**config.mk**
```make
export PLATFORM = sky130hd
export DESIGN_NAME = tt_gate_arbiter
export DESIGN_NICKNAME = d
export VERILOG_FILES = /design/src/rtl/tt_gate_arbiter.sv
export SDC_FILE = /design/constraint.sdc
export NUM_CORES = 1
export LEC_CHECK = 0
export ABC_AREA = 0
export CAP_MARGIN = 20
export CORE_MARGIN = 5
export CORE_UTILIZATION = 40
export DETAILED_ROUTE_END_ITERATION = 16
export PLACE_DENSITY = 0.71
export SKIP_CTS_REPAIR_TIMING = 1
export SYNTH_ARGS = -nofsm -noshare
export SYNTH_HDL_FRONTEND = slang
export SYNTH_SLANG_ARGS = --single-unit
```
**constraint.sdc**
```tcl
create_clock -name clk -period 2.15 [get_ports clk]
set_input_delay 0.215 -clock clk [delete_from_list [all_inputs] [get_ports clk]]
set_output_delay 0.215 -clock clk [all_outputs]
set_load 0.01 [all_outputs]
```
**src/rtl/tt_gate_arbiter.sv**
```systemverilog
// tt_gate_arbiter
//   Round-robin arbiter that shares the single gated output channel among
//   N_REQ requesters. It issues a registered one-hot grant, limits how long
//   one grant may stay high, inserts a one-cycle release slot between grants,
//   and honours a global inhibit that blocks new grants and revokes a live one.
//
// Ports
//   clk       rising-edge clock
//   rst       synchronous active-high reset
//   req       per-requester level request
//   inhibit   global inhibit: no new grant, current grant revoked
//   gnt       registered one-hot grant (zero when idle)
//   gnt_valid registered OR of gnt
//   gnt_id    index of the granted requester, 0 when gnt_valid=0
//   busy      high while in GRANT or RELEASE
//   timeout   one-cycle pulse (during RELEASE) after a forced end by MAX_HOLD
module tt_gate_arbiter #(
  parameter int N_REQ    = 4,
  parameter int MAX_HOLD = 8,
  parameter int ID_W     = $clog2(N_REQ),
  parameter int CNT_W    = $clog2(MAX_HOLD)
) (
  input  logic             clk,
  input  logic             rst,
  input  logic [N_REQ-1:0] req,
  input  logic             inhibit,
  output logic [N_REQ-1:0] gnt,
  output logic             gnt_valid,
  output logic [ID_W-1:0]  gnt_id,
  output logic             busy,
  output logic             timeout
);

  typedef enum logic [1:0] {
    S_IDLE,
    S_GRANT,
    S_RELEASE
  } state_t;

  state_t             state_q, state_d;
  logic [N_REQ-1:0]   gnt_q, gnt_d;
  logic               gnt_valid_q, gnt_valid_d;
  logic [ID_W-1:0]    gnt_id_q, gnt_id_d;
  logic               busy_q, busy_d;
  logic               timeout_q, timeout_d;
  logic [ID_W-1:0]    ptr_q, ptr_d;
  logic [CNT_W-1:0]   hold_q, hold_d;

  // Round-robin search: first requesting index after ptr, wrapping modulo N_REQ.
  logic               any_win;
  logic [ID_W-1:0]    win;
  int unsigned        idx;

  always_comb begin
    any_win = 1'b0;
    win     = '0;
    idx     = 0;
    for (int unsigned off = 1; off <= N_REQ; off++) begin
      idx = (32'(ptr_q) + off) % N_REQ;
      if (!any_win && req[idx]) begin
        any_win = 1'b1;
        win     = ID_W'(idx);
      end
    end
  end

  always_comb begin
    state_d   = state_q;
    gnt_d     = gnt_q;
    gnt_id_d  = gnt_id_q;
    ptr_d     = ptr_q;
    hold_d    = hold_q;
    timeout_d = 1'b0;

    case (state_q)
      S_IDLE: begin
        if (!inhibit && any_win) begin
          state_d  = S_GRANT;
          gnt_d    = N_REQ'(1) << win;
          gnt_id_d = win;
          ptr_d    = win;
          hold_d   = '0;
        end
      end
      S_GRANT: begin
        // Owner release and inhibit take precedence over the hold limit,
        // so a drop on the final hold cycle is a normal release.
        if (!req[gnt_id_q] || inhibit) begin
          state_d  = S_RELEASE;
          gnt_d    = '0;
          gnt_id_d = '0;
          hold_d   = '0;
        end else if (hold_q == CNT_W'(MAX_HOLD - 1)) begin
          state_d   = S_RELEASE;
          gnt_d     = '0;
          gnt_id_d  = '0;
          hold_d    = '0;
          timeout_d = 1'b1;
        end else begin
          hold_d = hold_q + 1'b1;
        end
      end
      S_RELEASE: begin
        state_d = S_IDLE;
      end
      default: begin
        state_d  = S_IDLE;
        gnt_d    = '0;
        gnt_id_d = '0;
        hold_d   = '0;
      end
    endcase

    gnt_valid_d = (state_d == S_GRANT);
    busy_d      = (state_d != S_IDLE);
  end

  always_ff @(posedge clk) begin
    if (rst) begin
      state_q     <= S_IDLE;
      gnt_q       <= '0;
      gnt_valid_q <= 1'b0;
      gnt_id_q    <= '0;
      busy_q      <= 1'b0;
      timeout_q   <= 1'b0;
      ptr_q       <= ID_W'(N_REQ - 1);
      hold_q      <= '0;
    end else begin
      state_q     <= state_d;
      gnt_q       <= gnt_d;
      gnt_valid_q <= gnt_valid_d;
      gnt_id_q    <= gnt_id_d;
      busy_q      <= busy_d;
      timeout_q   <= timeout_d;
      ptr_q       <= ptr_d;
      hold_q      <= hold_d;
    end
  end

  assign gnt       = gnt_q;
  assign gnt_valid = gnt_valid_q;
  assign gnt_id    = gnt_id_q;
  assign busy      = busy_q;
  assign timeout   = timeout_q;

endmodule

```
# After elaboration in Yosys (flattened, before gate mapping)
# Cells that the tools add are included.
# op_classes
add_sub_neg	5
order_cmp	5
eq_ne	6
shift	1
mux	35
n_bitwise	2
reduce_logical	16
# ops
op	count
2-bit 2-to-1 mux	10
2-bit by 3-bit < comparator with 1-bit output, second input constant	5
4-bit 2-to-1 mux	3
4-bit case mux with 3 select lines	1
1-bit binary-select mux with 2-bit select	5
1-bit 2-to-1 mux	10
3-bit 2-to-1 mux	3
3-bit case mux with 3 select lines	1
2-bit case mux with 3 select lines	1
1-bit logical NOT	5
2-bit by 1-bit adder with 2-bit output, second input constant	2
2-bit adder, second input constant	2
2-bit by 1-bit == test with 1-bit output, second input constant	2
1-bit logical AND	4
2-bit case mux with 2 select lines	1
2-bit AND reduction	2
1-bit by 2-bit << shifter with 4-bit output, first input constant	1
3-bit by 1-bit adder with 3-bit output, second input constant	1
3-bit == test, second input constant	1
3-bit inequality test, second input constant	1
3-bit AND reduction	1
3-bit OR reduction	1
2-bit == test, second input constant	1
2-bit logical NOT	1
other kinds (4)	5
# totals
register_bits	16
in_bits	7
output_inout_bits	9
elab_cells	78

# Logic depth before layout (Yosys ltp)
# depth
word_depth	17
mapped_depth	5
depth_no_buf	4

# Worst setup path before layout
# OpenSTA, ideal clock, no wires.
# synth_timing
path_kind	register to register
start	register state_q[0]
end	register gnt_id_q[1] (netlist: gnt_id[1])
setup_ns	0.058
arrival_time_ns	1.601
required_ns	2.092
path_slack_ns	0.491
path_stages_with_launch	5
path_buffers	1
period_less_slack_ns	1.659
path_cell_list	dfxtp_1 or4_1 buf_2 or4b_4 a21bo_1
# synth_via
elab_chain_len	3
word_cells_on_any_way	8
cone_classes	eq/ne: 4; mux: 1; bitwise: 1; reduce/logical: 2
# synth_rtl
element	line	source
from (decl)	40	state_t state_q, state_d;
from (signal assigned)	129	state_q <= state_d;
2-bit by 1-bit == test with 1-bit output (tied with other cells)	75	case (state_q)
3-bit inequality test (no line) (tied with other cells)	n/a	
3-bit AND reduction (no line)	n/a	
to (signal assigned)	132	gnt_id_q <= gnt_id_d;
to (decl)	43	logic [ID_W-1:0] gnt_id_q, gnt_id_d;
# Parallel ways exist; a longest one is shown, timed or not.
# A chain may end at the register's enable or synchronous reset.

# Worst setup path after layout
# layout_timing
start	input req[0]
end	register gnt_id_q[1] (netlist: gnt_id[1])
# layout_via
elab_chain_len	15
word_cells_on_any_way	33
cone_classes	eq/ne: 2; mux: 21; reduce/logical: 10
# layout_rtl
element	line	source
from (decl)	25	input logic [N_REQ-1:0] req,
1-bit binary-select mux with 2-bit select	60	if (!any_win && req[idx]) begin
1-bit 2-to-1 mux (implied by the code)	60	
1-bit 2-to-1 mux	60	
1-bit logical NOT	60	
1-bit logical AND	60	
1-bit 2-to-1 mux	60	
1-bit logical NOT	60	
1-bit logical AND	60	
1-bit 2-to-1 mux	60	
1-bit logical NOT	60	
1-bit logical AND	60	
1-bit 2-to-1 mux	60	
1-bit logical AND	77	if (!inhibit && any_win) begin
2-bit inequality test (no line)	n/a	
3-bit AND reduction (no line)	n/a	
# Parallel ways exist; a longest one is shown, timed or not. The select of a mux whose other input is x is not followed.

==> impl_metrics.yaml <==
status:
  status: "complete, no violations"
placed_design:
  dp.cells: 116
  gp_congestion: 0.7789
  io_buffers: 15
  place_area_um2: 929.6
  place_hpwl_um: 1241
pwr:
  vdd_drop_max_mv: 0.4876
  p_leak_uw: 0.0003921
  p_total_uw: 606.7
  power_density_nw_per_um2: 637.2
synth:
  ys_seq_area_frac: 0.4523
  synth_cells: 71
  synthAdderAreaFrac: 0.03534
  avgSynthCellArea_um2: 9.974
  yosys.area_share.xor_xnor: 0
  yosys.area_share.simple: 0.1731
  yosysUniqueCellTypes: 30
  synthesis.nets: 80
  ys_ff_latch: 16
  synthMuxAreaShare: 0.03180
  synth_area_um2: 708.2
  synth_compound_area_frac: 0.2845
  synth_top_family_by_area: "compound AO/OA/AOI/OAI gates"
  yosys_warnings: 0
final_layout:
  finalNonFillerCells: 119
  fillers: 158
  mostFrequentLayoutCell: "dfxtp_1"
  final_cell_mix: "16 x dfxtp_1, 15 x clkdlybuf4s50_1, 8 x nor2_1"
  drive_gt1_frac: 0.1383
  fin_area_um2: 952.2
  antenna_cells: 0
  seqCellArea_um2: 320.3
  nets: 105
  multi_input_area_um2: 371.6
  syn2layout_area_growth_pct: 34.45
clock_network:
  cts_sinks: 16
  clk_pin_slew_ps: 80
  cts_buffer_depth: 2
  cts_buffers: 3
  root_buffer: "clkbuf_4"
  worstSkewPairLatency_ps: 270
  cts.htree.levels: 1
  cts_tree: "done"
setup_path:
  critPathRequiredTime_ps: 2370
  path_class: "input port to flop"
  worstPathMaxFanout: 5
  crit_arrival_ps: 2040
  cp-end-kind: "flop"
  cp-start-kind: "input port"
routing:
  routedWlPerCell_um: 12.85
  drt_first_pass_iters: 4
  via_per_inst: 5.294
  route.detailed.drc: 0
  drtIter0Drc: 12
  antenna_left: 0
  vias: 630
  wl_um: 1529
sta:
  max_freq_ghz: 0.5500
  finalClockSkew_ps: 0.8841
  rsz0062_at_grt: "no"
  finalHoldViolCount: 0
  min_period_over_period: 0.8457
  setup_viol: 0
  hold-worst-slack_ps: 469.6
  maxSlewHeadroom: 0.6820
  fin_tns_setup_ps: 0
  worst-slew-pin-transition_ps: 477.0
  slew_violations: 0
  min_period_ps: 1818
global_route:
  antenna_found_initial: 0
  grt-ovfl-total: 0
  grtUsageTotal: 0.1269
  grt_max_degree: 9
  grt_pass1_vias: 599
  grt_pass1_wl_um: 2553
flow_run:
  cap_violations: 0
floorplan:
  chipHeight_um: 52.08
  core_um2: 1708
  pin_count: 16
  rows: 15
  die_w_um: 52.08
  dieArea_um2: 2712
  start_util: 0.4147
min_path:
  hold_class: "flop to flop"
-- through the flow --
step,util,setup slack [ps]
floorplan,-,490.9
global placement,0.5443,120.8
detailed placement,0.5443,68.20
CTS,0.5575,344.4
global route,0.5575,288.9
finish,0.5575,331.7
-- kinds of logic after synthesis --
family                     count (synthesis)
AOI/OAI and AO/OA                         25
and+or+nand+nor                           22
DFF                                       16
adders and majority gates                  2
buffers and inverters                      4
muxes                                      2
-- critical path, cell delays in order --
cell and delay (ps):
clkdlybuf4s50_1 540, nor4_1 100, or4_1 470, or4b_4 520, a21bo_1 190
-- layout make-up --
cell class / instances / area share
Multi-Input combinational cell: 51 / 0.3903
Sequential cell: 16 / 0.3364
Tap cell: 25 / 0.03285
Timing Repair Buffer: 21 / 0.2050
Inverter: 3 / 0.01183
Clock buffer: 3 / 0.02365
-- final timing paths --
kind	slack [ps]	start	cells past startpoint	end
min reg2reg	470	gnt[0]	1	gnt[0]
min	470	gnt[0]	1	gnt[0]
max reg2reg	470	state_q[0]	3	gnt_id[1]
max	330	req[0]	5	gnt_id[1]
-- Yosys cell counts --
cell	count	area (um^2)
nor2_1	8	30.03
nand2_1	2	7.510
or4b_4	1	13.76
a22o_1	3	26.28
dfxtp_1	16	320.3
nor4_1	1	6.260
nor2b_1	1	6.260
a221o_1	2	20.02
o31ai_1	2	15.01
a22oi_1	2	15.01
o211ai_1	2	15.01
a21o_1	2	15.01
nor3_1	1	5.000
a21bo_1	1	10.01
o21ai_0	1	5.000
or4_1	1	7.510
inv_1	3	11.26
buf_2	1	5.000
a221oi_1	1	8.760
o31a_1	1	8.760
a21oi_1	2	10.01
mux2_2	2	22.52
or2_2	1	6.260
o41ai_1	1	8.760
o22ai_1	1	6.260
a32o_1	2	20.02
o2bb2ai_1	2	17.52
nand2b_1	4	25.02
or2b_1	2	15.01
ha_1	2	25.02
-- sequential cells by signal (all words and copies together), names as in the netlist --
register,count
state_q,2
gnt_id,2
timeout,1
ptr_q,2
gnt,4
gnt_valid,1
hold_q,3
busy,1
-- power breakdown --
group | leakage, uW | internal [uW] | switching, uW | total, uW
sequential | 0.000131 | 315 | 16.7 | 332
clock | 0.0000138 | 64.8 | 80.0 | 145
combinational | 0.000248 | 73.4 | 56.9 | 130
total | 0.000392 | 453 | 154 | 607
-- layer usage --
layer | vias to the layer above | track usage | wire (um)
li1 | 321 | - | -
met1 | 287 | 0.1431 | 643
met4 | 0 | 0.01310 | 0
met3 | 0 | 0.05158 | 99
met2 | 22 | 0.2280 | 786
met5 | - | 0 | 0
(Power assumes the default switching activity.)
